--- src/rtl/instr_fetch.sv ---
// Purpose : single-outstanding instruction fetch unit feeding instr_decode.
// Latency : one cycle from mem_ack to instr_valid; mem_ack may coincide with mem_req rising.
// Backpres: stall holds the presented instruction and suppresses mem_req until it is consumed.
//
// Ports:
//   clk, reset        single clock, synchronous active-high reset
//   mem_req/mem_addr  read request and word address (address = internal fetch pc)
//   mem_ack/mem_rdata read completion; only honoured while mem_req=1
//   stall             decoder not ready; keeps instr/instr_pc/instr_valid frozen
//   redirect/_pc      restart fetch at redirect_pc; highest priority after reset
//   instr/instr_pc    fetched word and its address, qualified by instr_valid
//   misaligned        a redirect target was not word aligned; fetch halted
module instr_fetch #(
  parameter logic [31:0] RESET_PC = 32'h0000_0000
) (
  input  logic        clk,
  input  logic        reset,
  output logic        mem_req,
  output logic [31:0] mem_addr,
  input  logic        mem_ack,
  input  logic [31:0] mem_rdata,
  input  logic        stall,
  input  logic        redirect,
  input  logic [31:0] redirect_pc,
  output logic [31:0] instr,
  output logic [31:0] instr_pc,
  output logic        instr_valid,
  output logic        misaligned
);

  // FETCH: request outstanding. HOLD: instruction presented, waiting for the
  // decoder. HALT: parked after a misaligned redirect.
  typedef enum logic [1:0] {
    FETCH = 2'd0,
    HOLD  = 2'd1,
    HALT  = 2'd2
  } state_t;

  state_t      state;
  state_t      state_nxt;
  logic [31:0] pc;
  logic [31:0] pc_nxt;
  logic [31:0] instr_nxt;
  logic [31:0] instr_pc_nxt;
  logic        instr_valid_nxt;
  logic        misaligned_nxt;
  logic        target_misaligned;

  assign target_misaligned = (redirect_pc[1:0] != 2'b00);

  // Request is masked by reset so nothing is issued while the block is being
  // re-initialised, whatever the registered state happens to be.
  assign mem_req  = (state == FETCH) && !reset;
  assign mem_addr = pc;

  // Next-state / datapath. instr and instr_pc only change on a completed
  // fetch (or reset); otherwise they keep their last value and the consumer
  // qualifies them with instr_valid.
  always_comb begin
    state_nxt       = state;
    pc_nxt          = pc;
    instr_nxt       = instr;
    instr_pc_nxt    = instr_pc;
    instr_valid_nxt = instr_valid;
    misaligned_nxt  = misaligned;

    if (redirect) begin
      // Overrides any same-cycle ack (data discarded) and any held
      // instruction (consumed if stall=0, flushed otherwise).
      pc_nxt          = redirect_pc;
      instr_valid_nxt = 1'b0;
      misaligned_nxt  = target_misaligned;
      state_nxt       = target_misaligned ? HALT : FETCH;
    end else begin
      unique case (state)
        FETCH: begin
          if (mem_ack) begin
            instr_nxt       = mem_rdata;
            instr_pc_nxt    = pc;
            instr_valid_nxt = 1'b1;
            pc_nxt          = pc + 32'd4;  // wraps modulo 2^32 by width
            state_nxt       = HOLD;
          end
        end
        HOLD: begin
          if (!stall) begin
            instr_valid_nxt = 1'b0;
            state_nxt       = FETCH;
          end
        end
        HALT: begin
          // Parked until reset or an aligned redirect; acks are ignored
          // because mem_req is low.
        end
        default: begin
          state_nxt       = FETCH;
          instr_valid_nxt = 1'b0;
        end
      endcase
    end
  end

  always_ff @(posedge clk) begin
    if (reset) begin
      state       <= FETCH;
      pc          <= RESET_PC;
      instr       <= 32'h0;
      instr_pc    <= 32'h0;
      instr_valid <= 1'b0;
      misaligned  <= 1'b0;
    end else begin
      state       <= state_nxt;
      pc          <= pc_nxt;
      instr       <= instr_nxt;
      instr_pc    <= instr_pc_nxt;
      instr_valid <= instr_valid_nxt;
      misaligned  <= misaligned_nxt;
    end
  end

endmodule

--- config.mk ---
export PLATFORM = sky130hd
export DESIGN_NAME = instr_fetch
export DESIGN_NICKNAME = d
export VERILOG_FILES = /design/src/rtl/instr_fetch.sv
export SDC_FILE = /design/constraint.sdc
export NUM_CORES = 1
export LEC_CHECK = 0
export ABC_AREA = 1
export CAP_MARGIN = 25
export CORE_ASPECT_RATIO = 0.75
export CORE_MARGIN = 10
export CORE_UTILIZATION = 48
export CTS_CLUSTER_SIZE = 24
export DETAILED_ROUTE_END_ITERATION = 6
export GPL_TIMING_DRIVEN = 0
export PLACE_DENSITY_LB_ADDON = 0.25
export SYNTH_ARGS = -nofsm -noshare
export SYNTH_HDL_FRONTEND = slang
export SYNTH_SLANG_ARGS = --single-unit
--- constraint.sdc ---
create_clock -name clk -period 3.75 [get_ports clk]
set_input_delay 0.9375 -clock clk [delete_from_list [all_inputs] [get_ports clk]]
set_output_delay 0.9375 -clock clk [all_outputs]
set_load 0.1 [all_outputs]
==> impl_metrics.prom, run 1 <==
# TYPE chip_impl_metric gauge
chip_impl_metric{name="io_pins",unit=""} 168
chip_impl_metric{name="min_period",unit="ns"} 3.38
chip_impl_metric{name="dr_total_vias",unit=""} 5154
chip_impl_metric{name="clock_transition_at_path_regs",unit="ns"} 0.07
chip_impl_info{name="hold_path_class",value="reg2reg"} 1
chip_impl_metric{name="regToRegSetupSlack",unit="ns"} 2.04
chip_impl_info{name="status",value="finished, final reports clean"} 1
chip_impl_metric{name="dp.final_hpwl",unit="mm"} 13.3
chip_impl_metric{name="worstMarginPinSlew",unit="ns"} 1.03
chip_impl_info{name="timing.critical_path.to_type",value="primary output"} 1
chip_impl_metric{name="crit_path_max_fanout",unit=""} 19
chip_impl_metric{name="cts.sink_count",unit=""} 100
chip_impl_metric{name="grt_max_degree",unit=""} 17
chip_impl_metric{name="detail_route.drc_violations",unit=""} 0
chip_impl_info{name="cp-endpoint",value="mem_req"} 1
chip_impl_metric{name="grt_first_pass_wirelength",unit="mm"} 26.3
chip_impl_metric{name="finalHoldWorstSlack",unit="ns"} 0.469
chip_impl_metric{name="post_synthesis_cells",unit=""} 672
chip_impl_metric{name="fin_setup_tns",unit="ns"} 0
chip_impl_metric{name="p_leak",unit="nW"} 2.80
chip_impl_metric{name="power_density",unit="mW/mm^2"} 463
chip_impl_metric{name="antenna_cells",unit=""} 0
chip_impl_metric{name="timing_max_transition_violations_final",unit=""} 0
chip_impl_info{name="cp_cell_sequence",value="clkdlybuf4s50_1 -> buf_2 -> nor2_1 -> clkdlybuf4s15_2"} 1
chip_impl_metric{name="insertion_delay",unit="ns"} 0.34
chip_impl_metric{name="met1_usage",unit="%"} 27.2
chip_impl_metric{name="dr.first_iter.drc_count",unit=""} 685
chip_impl_metric{name="finalCoreUtilization",unit="%"} 73.5
chip_impl_metric{name="skew",unit="ns"} 0.00378
chip_impl_metric{name="r2r.worst_path.cells",unit=""} 7
chip_impl_info{name="final_common_cell",value="sky130_fd_sc_hd__clkdlybuf4s50_1"} 1
chip_impl_metric{name="antenna_left",unit=""} 0
chip_impl_metric{name="f_max",unit="GHz"} 0.296
chip_impl_info{name="grt-busiest-layer",value="met2"} 1
chip_impl_info{name="tritoncts_clock_tree",value="done"} 1
chip_impl_metric{name="max_cap_viol_count",unit=""} 0
chip_impl_metric{name="die-area",unit="sq mm"} 0.0140
chip_impl_metric{name="finalWeightedCongestion",unit=""} 0.962
chip_impl_info{name="layout.cells.most_common_list",value="165 x sky130_fd_sc_hd__clkdlybuf4s50_1, 149 x sky130_fd_sc_hd__nor2_1, 148 x sky130_fd_sc_hd__nand2_1"} 1
chip_impl_metric{name="grt_antenna_before_repair",unit=""} 0
chip_impl_metric{name="routed_wire_length_per_instance",unit="um"} 17.2
chip_impl_metric{name="grt_util_met3",unit="%"} 7.46
chip_impl_metric{name="die-height",unit="um"} 105
chip_impl_metric{name="numCtsBuffers",unit=""} 9
chip_impl_metric{name="timing.final.crit_share",unit="%"} 90.2
chip_impl_metric{name="synthesis.nets",unit=""} 742
chip_impl_metric{name="placed_area",unit="sq mm"} 0.00645
chip_impl_metric{name="core_region_area",unit="sq mm"} 0.00923
chip_impl_metric{name="gr_util_met2",unit="%"} 39.3
chip_impl_metric{name="global_route.overflow_total",unit=""} 0
chip_impl_metric{name="drtPass1Iterations",unit=""} 6
chip_impl_metric{name="synth_area",unit="sq mm"} 0.00463
chip_impl_metric{name="initial_utilization",unit="%"} 50.1
chip_impl_metric{name="vdd_ir_drop_max",unit="V"} 0.000319
chip_impl_metric{name="postSynthRegisterBits",unit=""} 100
chip_impl_info{name="timing.critical_path.from_type",value="input port"} 1
chip_impl_metric{name="final_layout_size_suffix_gt1_share",unit="%"} 7.03
chip_impl_metric{name="critical_path_required",unit="ns"} 2.81
chip_impl_metric{name="slew_headroom",unit="%"} 31.2
chip_impl_metric{name="ctsLongestPathBuffers",unit=""} 2
chip_impl_metric{name="worst-endpoint-arrival",unit="ns"} 2.45
chip_impl_metric{name="holdBufCountCts",unit=""} 0
chip_impl_metric{name="area.growth.synth_to_final",unit="%"} 46.5
chip_impl_metric{name="finalNetCount",unit=""} 918
chip_impl_metric{name="library_cells_used_by_synthesis",unit=""} 32
chip_impl_metric{name="row_count",unit=""} 30
chip_impl_metric{name="nFillCells",unit=""} 747
chip_impl_metric{name="fp.dieW",unit="um"} 133
chip_impl_info{name="worst_setup_path_type",value="in2out"} 1
chip_impl_metric{name="totalWireLength",unit="mm"} 16.9
chip_impl_metric{name="grt_pass1_vias",unit=""} 5068
chip_impl_metric{name="groute.usage.overall",unit="%"} 23.0
chip_impl_metric{name="via_per_inst",unit=""} 5.25
chip_impl_metric{name="mean_instance_size_in_the_synthesized_netlist",unit="sq um"} 6.89
chip_impl_metric{name="finish.instance_area",unit="sq mm"} 0.00679
chip_impl_metric{name="cts_setup_buffers",unit=""} 0
chip_impl_info{name="worstReg2RegStart",value="mem_addr[18]$_SDFFE_PP0P_"} 1
chip_impl_info{name="crit_path_top_delay_cell",value="sky130_fd_sc_hd__clkdlybuf4s50_1"} 1
chip_impl_info{name="worstSetupStartpoint",value="reset"} 1
chip_impl_info{name="clock_tree.root_cell",value="sky130_fd_sc_hd__clkbuf_16"} 1
chip_impl_info{name="worst_r2r_endpoint",value="mem_addr[31]$_SDFFE_PP0P_"} 1
chip_impl_metric{name="htreeDepth",unit=""} 3
chip_impl_metric{name="synth_seq_area_share",unit="%"} 43.2
chip_impl_metric{name="final_hold_viol_count",unit=""} 0
chip_impl_metric{name="yosys_warnings",unit=""} 0
chip_impl_info{name="rsz0062_at_grt",value="no"} 1
chip_impl_metric{name="setup_viol_count_final",unit=""} 0
chip_impl_metric{name="worst_path_largest_cell_delay",unit="ns"} 0.51
chip_impl_metric{name="fin_total_pwr",unit="W"} 0.00314
chip_impl_metric{name="io_buffers",unit=""} 166
## cell usage after synthesis (all sizes together)
| library cell | number | share of area, % |
|---|---|---|
| o211ai | 1 | 0.16 |
| and2 | 1 | 0.14 |
| a211oi | 2 | 0.54 |
| o21ai | 60 | 6.5 |
| ha | 1 | 0.27 |
| o211a | 1 | 0.22 |
| nand2 | 155 | 13 |
| inv | 55 | 4.5 |
| nand3 | 35 | 4.1 |
| clkbuf | 14 | 1.2 |
| a21boi | 6 | 0.97 |
| xnor2 | 1 | 0.19 |
| a31oi | 5 | 0.68 |
| dfxtp | 100 | 43 |
| a21oi | 43 | 4.6 |
| nor3 | 10 | 1.1 |
| xor2 | 2 | 0.38 |
| nor2 | 161 | 15 |
| buf | 19 | 2.7 |
## layout make-up
class                           count  area [sq um]  share of cell area, %
Multi-Input combinational cell    484          2240                   33.0
Sequential cell                   100          2000                   29.5
Timing Repair Buffer              166          1660                   24.5
Clock buffer                       11           253                   3.72
Inverter                           55           206                   3.04
Buffer                             32           176                   2.60
Tap cell                          128           160                   2.36
Clock inverter                      5          82.6                   1.22
## registers in the layout (all words and copies together), names as in the netlist
register and cells:
instr 32, state 2, instr_valid 1, instr_pc 32, misaligned 1, mem_addr 32
## where the power goes
part | total (W) | leakage, nW | switching [W] | internal, W
clock | 0.00103 | 0.166 | 0.000410 | 0.000624
combinational | 0.000925 | 1.82 | 0.000682 | 0.000243
sequential | 0.00118 | 0.822 | 0.0000560 | 0.00113
## metal layers
metal	routed length, um	part of all wire [%]
met5	0	0
met4	242	1.4
met3	1790	11
met2	8270	49
met1	6560	39
## critical path: cells and delay by family
kind	cells	cell delay, ns
AND/OR/NAND/NOR	1	0.10
buffers and inverters	3	1.40
## how the worst min path moves through the flow
stage | to | slack, ns | cells past startpoint | startpoint
floorplan | state[0]$_SDFFE_PP0P_ | 0.50 | 2 | state[0]$_SDFFE_PP0P_
global placement | instr_valid$_SDFFE_PP0P_ | 0.45 | 2 | instr_valid$_SDFFE_PP0P_
detailed placement | instr_pc[26]$_SDFFE_PP0P_ | 0.46 | 2 | instr_pc[26]$_SDFFE_PP0P_
CTS | instr_pc[26]$_SDFFE_PP0P_ | 0.47 | 2 | instr_pc[26]$_SDFFE_PP0P_
global route | instr_pc[26]$_SDFFE_PP0P_ | 0.50 | 2 | instr_pc[26]$_SDFFE_PP0P_
finish | instr_pc[26]$_SDFFE_PP0P_ | 0.47 | 2 | instr_pc[26]$_SDFFE_PP0P_
## what timing repair did
action                                  CTS  global route
gates resized for setup                   3             0
endpoints found under the setup margin    1             1
pin swaps                                 0             0
## kinds of logic (layout without fill, tap and decap cells)
family	Yosys count	count (layout)	synth area share, %
buf+inv	88	269	8.35
fa+ha+maj	1	1	0.270
compound gates	118	118	13.7
xor+xnor	3	3	0.568
simple gates	362	362	33.9
flops	100	100	43.2
## stage by stage
step	setup WS, ns	instances
after floorplan	0.232	672
after global placement	-0.483	966
after detailed placement	-0.472	966
after CTS	0.0320	982
after global routing	0.304	981
final	0.367	981
No activity file was read; power rests on OpenSTA's default activity.
==> inputs of run 2 (changes only) <==
CAP_MARGIN = 20   (was 25)
==> results of run 2 <==
No change in the layout: final DEF, timing and power equal those of run 1.
==> inputs of run 3 (changes only) <==
CORE_ASPECT_RATIO = 0.8   (was 0.75)
==> run 3 against run 2 <==
Compared with the run above: count of clock-buffer cells in the layout unchanged; final area decreased by 0.61%; combinational power about the same; core utilization decreased by 0.43 points; total power decreased by 2.2%; register-to-register slack about the same; worst setup slack improved by 0.0038 ns; via count decreased by 1.0%; cell count decreased by 1.3%; sequential power about the same; worst hold slack improved by 0.0022 ns; critical path depth unchanged; critical path type unchanged; highest routed layer unchanged.
==> impl_metrics.prom, run 3 (synthesized netlist as in run 1, its figures left out) <==
# TYPE chip_impl_metric gauge
chip_impl_metric{name="clock_transition_at_path_regs",unit="ns"} 0.07
chip_impl_info{name="timing.critical_path.from_type",value="input port"} 1
chip_impl_metric{name="worstMarginPinSlew",unit="ns"} 1.04
chip_impl_metric{name="worst_setup_slack_post_dpl",unit="ns"} -0.477
chip_impl_metric{name="area.growth.synth_to_final",unit="%"} 45.6
chip_impl_info{name="worst_setup_path_type",value="in2out"} 1
chip_impl_metric{name="dr_total_vias",unit=""} 5101
chip_impl_metric{name="finalWeightedCongestion",unit=""} 0.937
chip_impl_metric{name="setup_viol_count_final",unit=""} 0
chip_impl_metric{name="slew_headroom",unit="%"} 30.5
chip_impl_info{name="clock_tree.root_cell",value="sky130_fd_sc_hd__clkbuf_16"} 1
chip_impl_metric{name="timing_max_transition_violations_final",unit=""} 0
chip_impl_metric{name="detail_route.drc_violations",unit=""} 0
chip_impl_metric{name="placed_area",unit="sq mm"} 0.00644
chip_impl_info{name="layout.cells.most_common_list",value="165 x sky130_fd_sc_hd__clkdlybuf4s50_1, 149 x sky130_fd_sc_hd__nor2_1, 148 x sky130_fd_sc_hd__nand2_1"} 1
chip_impl_metric{name="vdd_ir_drop_max",unit="V"} 0.000341
chip_impl_metric{name="io_pins",unit=""} 168
chip_impl_metric{name="nFillCells",unit=""} 757
chip_impl_metric{name="initial_utilization",unit="%"} 50.2
chip_impl_info{name="final_common_cell",value="sky130_fd_sc_hd__clkdlybuf4s50_1"} 1
chip_impl_metric{name="fp.dieW",unit="um"} 130
chip_impl_metric{name="skew",unit="ns"} 0.00643
chip_impl_metric{name="die-area",unit="sq mm"} 0.0140
chip_impl_metric{name="p_leak",unit="nW"} 2.79
chip_impl_info{name="timing.critical_path.to_type",value="primary output"} 1
chip_impl_metric{name="finish.instance_area",unit="sq mm"} 0.00674
chip_impl_metric{name="finalHoldWorstSlack",unit="ns"} 0.471
chip_impl_metric{name="row_count",unit=""} 31
chip_impl_metric{name="worst-endpoint-arrival",unit="ns"} 2.44
chip_impl_metric{name="power_density",unit="mW/mm^2"} 456
chip_impl_metric{name="antenna_left",unit=""} 0
chip_impl_info{name="status",value="finished, final reports clean"} 1
chip_impl_metric{name="grt_pass1_vias",unit=""} 4977
chip_impl_metric{name="htreeDepth",unit=""} 3
chip_impl_metric{name="grt_max_degree",unit=""} 17
chip_impl_info{name="hold_path_class",value="reg2reg"} 1
chip_impl_metric{name="critical_path_required",unit="ns"} 2.81
chip_impl_metric{name="routed_wire_length_per_instance",unit="um"} 17.4
chip_impl_metric{name="groute.usage.overall",unit="%"} 23.7
chip_impl_metric{name="f_max",unit="GHz"} 0.296
chip_impl_metric{name="ctsLongestPathBuffers",unit=""} 2
chip_impl_metric{name="finalNetCount",unit=""} 918
chip_impl_metric{name="dr.first_iter.drc_count",unit=""} 426
chip_impl_metric{name="dp.final_hpwl",unit="mm"} 13.3
chip_impl_metric{name="grt_antenna_before_repair",unit=""} 0
chip_impl_metric{name="max_cap_viol_count",unit=""} 0
chip_impl_metric{name="die-height",unit="um"} 108
chip_impl_metric{name="cts.sink_count",unit=""} 100
chip_impl_metric{name="insertion_delay",unit="ns"} 0.34
chip_impl_metric{name="core_region_area",unit="sq mm"} 0.00923
chip_impl_metric{name="postLayoutSetupSlackWorst",unit="ns"} 0.371
chip_impl_metric{name="grt_first_pass_wirelength",unit="mm"} 26.1
chip_impl_metric{name="via_per_inst",unit=""} 5.27
chip_impl_info{name="rsz0062_at_grt",value="no"} 1
chip_impl_metric{name="final_hold_viol_count",unit=""} 0
chip_impl_metric{name="antenna_cells",unit=""} 0
chip_impl_metric{name="crit_path_max_fanout",unit=""} 19
chip_impl_metric{name="totalWireLength",unit="mm"} 16.9
chip_impl_metric{name="fin_total_pwr",unit="W"} 0.00307
chip_impl_metric{name="final_layout_size_suffix_gt1_share",unit="%"} 7.03
chip_impl_metric{name="min_period",unit="ns"} 3.38
chip_impl_metric{name="timing.final.crit_share",unit="%"} 90.1
chip_impl_info{name="tritoncts_clock_tree",value="done"} 1
chip_impl_metric{name="numCtsBuffers",unit=""} 9
chip_impl_metric{name="global_route.overflow_total",unit=""} 0
chip_impl_metric{name="drtPass1Iterations",unit=""} 5
chip_impl_metric{name="io_buffers",unit=""} 166
[run 3: critical path, stage by stage]
cell and delay [ns]:
sky130_fd_sc_hd__clkdlybuf4s50_1 0.51, sky130_fd_sc_hd__buf_2 0.41, sky130_fd_sc_hd__nor2_1 0.09, sky130_fd_sc_hd__clkdlybuf4s15_2 0.48
[run 3: area by class of cell]
type	count	area [sq um]	area share, %
multi-input cells	484	2240	33.2
flip-flops and latches	100	2000	29.7
repair buffers	166	1660	24.7
clock buffers	11	253	3.75
inverters	55	206	3.06
plain buffers	32	176	2.62
well taps	115	144	2.13
clock inverters	5	57.6	0.853
[run 3: path summary, 6_finish.rpt]
check	cells past startpoint	slack, ns	endpoint	startpoint
worst max-delay path	4	0.37	mem_req	reset
worst min-delay path	2	0.47	instr_pc[27]$_SDFFE_PP0P_	instr_pc[27]$_SDFFE_PP0P_
worst max register to register	10	2.05	mem_addr[20]$_SDFFE_PP0P_	mem_addr[3]$_SDFFE_PP0P_
worst min register to register	2	0.47	instr_pc[27]$_SDFFE_PP0P_	instr_pc[27]$_SDFFE_PP0P_
[run 3: power by group]
part / internal, W / leakage (nW) / total, W / switching [W]
combinational: 0.000243 / 1.82 / 0.000925 / 0.000682
sequential: 0.00113 / 0.822 / 0.00118 / 0.0000556
clock: 0.000557 / 0.156 / 0.000965 / 0.000409
[run 3: timing repair]
item / 4_1_cts / 5_1_grt
buffers inserted: 0 / 0
cloned: 0 / 0
hold buffers: 0 / 0
gates resized for setup: 3 / 0
endpoints found under the setup margin: 1 / 1
[run 3: layer usage]
metal / share of wire [%] / global-route usage (%) / wire (um) / up-vias
met5: 0 / 0 / 0 / -
met4: 1.5 / 5.77 / 246 / 0
met3: 9.8 / 7.83 / 1660 / 20
met2: 47 / 38.6 / 7880 / 230
met1: 42 / 29.5 / 7080 / 2364
li1: - / - / - / 2487
[run 3: per-stage QoR]
| step | setup TNS (ns) | instances | utilization [%] |
|---|---|---|---|
| after detailed placement | -0.477 | 953 | 69.7 |
| final | 0 | 968 | 73.1 |
| after CTS | 0 | 969 | 73.1 |
| after floorplan | 0 | 672 | - |
| after global routing | 0 | 968 | 73.1 |
| after global placement | -0.506 | 953 | 69.7 |
